$ cat config.mk
export PLATFORM = sky130hd
export DESIGN_NAME = const_load_seq
export DESIGN_NICKNAME = d
export VERILOG_FILES = /design/src/rtl/const_load_seq.sv
export SDC_FILE = /design/constraint.sdc
export NUM_CORES = 1
export LEC_CHECK = 0
export CAP_MARGIN = 5
export CORE_MARGIN = 2
export CORE_UTILIZATION = 43
export DETAILED_ROUTE_END_ITERATION = 8
export PLACE_DENSITY = 0.9
export SLEW_MARGIN = 5
export SYNTH_ARGS = -nofsm -noshare
export SYNTH_HDL_FRONTEND = slang
export SYNTH_SLANG_ARGS = --single-unit
$ cat constraint.sdc
create_clock -name clk -period 6.03 [get_ports clk]
set_input_delay 1.206 -clock clk [delete_from_list [all_inputs] [get_ports clk]]
set_output_delay 1.206 -clock clk [all_outputs]
set_load 0.03 [all_outputs]
$ cat src/rtl/const_load_seq.sv
// Constant-load sequencer: writes a 32-bit constant into the register file as an
// upper-half write followed by an optional full-value write, sharing the port with the core.
module const_load_seq #(
  parameter int MAX_STALL = 8
) (
  input  logic        clk,
  input  logic        reset,
  input  logic        req_valid,
  output logic        req_ready,
  input  logic [4:0]  req_rd,
  input  logic [31:0] req_value,
  input  logic        core_we,
  input  logic [4:0]  core_wa,
  input  logic [31:0] core_wd,
  output logic        core_stall,
  output logic        rf_we,
  output logic [4:0]  rf_wa,
  output logic [31:0] rf_wd,
  output logic        busy,
  output logic        done
);

  typedef enum logic [1:0] {IDLE, UPPER, LOWER} state_t;

  localparam logic [3:0] STALL_MAX = 4'(MAX_STALL);

  state_t      state_q, state_d;
  logic [3:0]  stall_q, stall_d;
  logic [4:0]  rd_q, rd_d;
  logic [31:0] val_q, val_d;
  logic        active, own, lower_zero;

  assign active     = (state_q != IDLE);
  assign lower_zero = (val_q[15:0] == 16'h0000);
  // A reset cycle never lets the sequencer take the port, so an abort writes nothing.
  assign own        = active && !reset && (!core_we || (stall_q == STALL_MAX));

  assign req_ready  = !active;
  assign busy       = active;
  assign core_stall = own && core_we;
  assign done       = own && ((state_q == LOWER) || lower_zero);

  always_comb begin
    rf_we = core_we;
    rf_wa = core_wa;
    rf_wd = core_wd;
    if (own) begin
      rf_we = (rd_q != 5'd0);
      rf_wa = rd_q;
      rf_wd = (state_q == UPPER) ? {val_q[31:16], 16'h0000} : val_q;
    end
  end

  always_comb begin
    state_d = state_q;
    stall_d = stall_q;
    rd_d    = rd_q;
    val_d   = val_q;
    case (state_q)
      IDLE: if (req_valid) begin
        state_d = UPPER;
        stall_d = 4'd0;
        rd_d    = req_rd;
        val_d   = req_value;
      end
      UPPER, LOWER: begin
        if (own) begin
          stall_d = 4'd0;
          state_d = (state_q == UPPER && !lower_zero) ? LOWER : IDLE;
        end else begin
          stall_d = stall_q + 4'd1;
        end
      end
      default: state_d = IDLE;
    endcase
  end

  always_ff @(posedge clk) begin
    if (reset) begin
      state_q <= IDLE;
      stall_q <= 4'd0;
      rd_q    <= 5'd0;
      val_q   <= 32'd0;
    end else begin
      state_q <= state_d;
      stall_q <= stall_d;
      rd_q    <= rd_d;
      val_q   <= val_d;
    end
  end

endmodule

==> results.sh <==
export IMPL_clk_pin_slew_ps=80
export IMPL_drc_errors=0
export IMPL_die_area_sq_mm=0.006093
export IMPL_syn_area_sq_mm=0.002359
export IMPL_r2r_cells=6
export IMPL_grt_pass1_wl_mm=10.43
export IMPL_vias_per_cell=5.073
export IMPL_hp_class="reg2reg"
export IMPL_finalSetupViolCount=0
export IMPL_diodes=0
export IMPL_drtPass1Iterations=4
export IMPL_fmax_mhz=220.0
export IMPL_final_max_slew_viol_count=0
export IMPL_antenna_found_initial=0
export IMPL_fillCellCount=420
export IMPL_endpoint_kind="output port"
export IMPL_seq_area_frac_synth=0.3650
export IMPL_numPortBuffers=119
export IMPL_die_height_microns=78.06
export IMPL_clock_latency_ps=290
export IMPL_first_global_vias=2326
export IMPL_htreeDepth=2
export IMPL_async_flop_share=0
export IMPL_worst_slew_pin_slew_ps=909.5
export IMPL_cts_buffer_depth=2
export IMPL_cts_buffers=5
export IMPL_min_period_ps=4546
export IMPL_maxCapViolCount=0
export IMPL_cp_start_kind="input port"
export IMPL_syn_area_per_cell_sq_um=8.334
export IMPL_max_vdd_ir_drop_mv=0.1409
export IMPL_run_status="complete, no violations"
export IMPL_dpl_cell_count=455
export IMPL_whs_path_depth=2
export IMPL_wl_mm=6.585
export IMPL_yosysWarnings=0
export IMPL_yosysTopAreaCell="dfxtp_1"
export IMPL_crit_type="in2out"
export IMPL_finalHoldViolations=0
export IMPL_post_cts_buffers=0
export IMPL_rsz0062_at_grt="no"
export IMPL_cts_root_buf="clkbuf_8"
export IMPL_synth_ff_type="dfxtp_1"
export IMPL_synth_seq_cells=43
export IMPL_grt_start_max_net_pins=48
export IMPL_num_rows=26
export IMPL_leakage_nw=1.351
export IMPL_finalCritPeriodShare=0.7539
export IMPL_layout_common_cells="118 x clkdlybuf4s50_1, 77 x nand2_1, 43 x dfxtp_1"
export IMPL_pre_cts_ws_ps=1492
export IMPL_drtIter0Drc=129
export IMPL_cp_arrival_ps=3340
export IMPL_grt_total_usage=0.2096
export IMPL_nNetsFinal=476
export IMPL_synth_cell_types=36
export IMPL_fin_ws_ps=1484
export IMPL_overflow=0
export IMPL_synth_edf_count=0
export IMPL_post_route_util=0.6988
export IMPL_p_total_mw=0.7531
export IMPL_clock_sinks=43
export IMPL_layout_commonest_cell="clkdlybuf4s50_1"
export IMPL_cts_tree="yes"
export IMPL_critPathMaxFanout=21
export IMPL_fin_setup_tns_ps=0
export IMPL_syn_num_nets=367
export IMPL_vias=2349
export IMPL_instances_no_fill=463
export IMPL_layout_drive_gt1_share=0.1145
export IMPL_syn_to_final_growth_pct=54.22
export IMPL_critPathRequiredTime_ps=4820
export IMPL_die_x_microns=78.06
export IMPL_use_met2=0.3802
export IMPL_coreArea_sq_mm=0.005205
export IMPL_cts_hold_buf=0
export IMPL_synth_top_area_share=0.3650
export IMPL_wl_per_cell_microns=14.22
export IMPL_io_pins=120
export IMPL_postSynthCellCount=283
export IMPL_gr_usage_met3=0.03908
export IMPL_skew_ps=3.941
export IMPL_met1_usage=0.2426
export IMPL_busiest_layer="met2"
export IMPL_ant_nets=0
export IMPL_relSlewSlack=0.3937
export IMPL_cts_resized=0
export IMPL_start_util=0.4531
export IMPL_place_congestion=0.7659
export IMPL_power_density_mw_per_mm2=207.1
export IMPL_synth_top_cells_by_area="dfxtp_1 36%, mux2_2 14%, nand2_1 12%, a21oi_1 7.9%, nor2b_1 4.5%"
export IMPL_dp_hpwl_mm=4.810
cells in the mapped netlist, types with 3 or more instances:
| cell type | count |
|---|---|
| a211oi_1 | 4 |
| nor4_1 | 5 |
| nand2_1 | 77 |
| clkbuf_1 | 6 |
| ha_1 | 6 |
| mux2_1 | 8 |
| inv_1 | 7 |
| dfxtp_1 | 43 |
| o31ai_1 | 4 |
| buf_2 | 6 |
| or4_1 | 3 |
| nor2b_1 | 17 |
| mux2_2 | 29 |
| a21oi_1 | 37 |
| buf_1 | 4 |
through the flow:
stage / instance area (sq um) / hold WS (ps)
2_1_floorplan: 2359 / 432.9
3_3_place_gp: 3552 / 441.3
3_5_place_dp: 3552 / 447.0
4_1_cts: 3637 / 458.3
5_1_grt: 3637 / 476.6
6_report: 3637 / 455.5
state kept, by name (all words and copies together), names as in the netlist:
signal / flops
val_q: 32
rd_q: 5
stall_q: 4
state_q: 2
path summary, 6_finish.rpt:
check,startpoint,to,slack [ps]
setup / recovery,core_we,rf_wd[28],1480
hold / removal,val_q[25]$_SDFFE_PP0P_,val_q[25]$_SDFFE_PP0P_,460
setup reg to reg,state_q[0]$_SDFFE_PP0P_,rd_q[1]$_SDFFE_PP0P_,3890
hold reg to reg,val_q[25]$_SDFFE_PP0P_,val_q[25]$_SDFFE_PP0P_,460
final cells by class:
cell class              count  area, sq um  share of cell area
clock buffers               6        72.57             0.01995
clock inverters             2        12.51            0.003440
inverters                   7        26.28            0.007224
multi-input cells         212         1361              0.3743
flip-flops and latches     43        860.8              0.2367
well taps                  70        87.58             0.02408
repair buffers            123         1216              0.3344
layer usage:
layer | part of all wire | vias to the layer above | routed length (microns)
met4 | 0.021 | 0 | 136
li1 | - | 1178 | -
met1 | 0.41 | 1081 | 2673
met5 | 0 | - | 0
met2 | 0.52 | 77 | 3445
met3 | 0.050 | 13 | 329
worst max-delay path: stages:
cell             delay (ps)
clkdlybuf4s50_1         560
a211oi_4                270
buf_4                   320
mux2_2                  380
clkdlybuf4s50_1         600
power breakdown:
part           switching [mW]  internal, mW  leakage [nW]
Combinational           0.129         0.127         0.957
Sequential             0.0136         0.305         0.353
Clock                  0.0975        0.0810        0.0412
cell families (layout without fill, tap and decap cells):
| family | Yosys count | in the layout | share of synthesized area |
|---|---|---|---|
| fa+ha+maj | 6 | 6 | 0.03183 |
| flops | 43 | 43 | 0.3650 |
| compound gates | 54 | 54 | 0.1379 |
| mux | 37 | 37 | 0.1767 |
| buf+inv | 28 | 138 | 0.05782 |
| simple gates | 115 | 115 | 0.2308 |
Power figures use the tool's default switching activity.
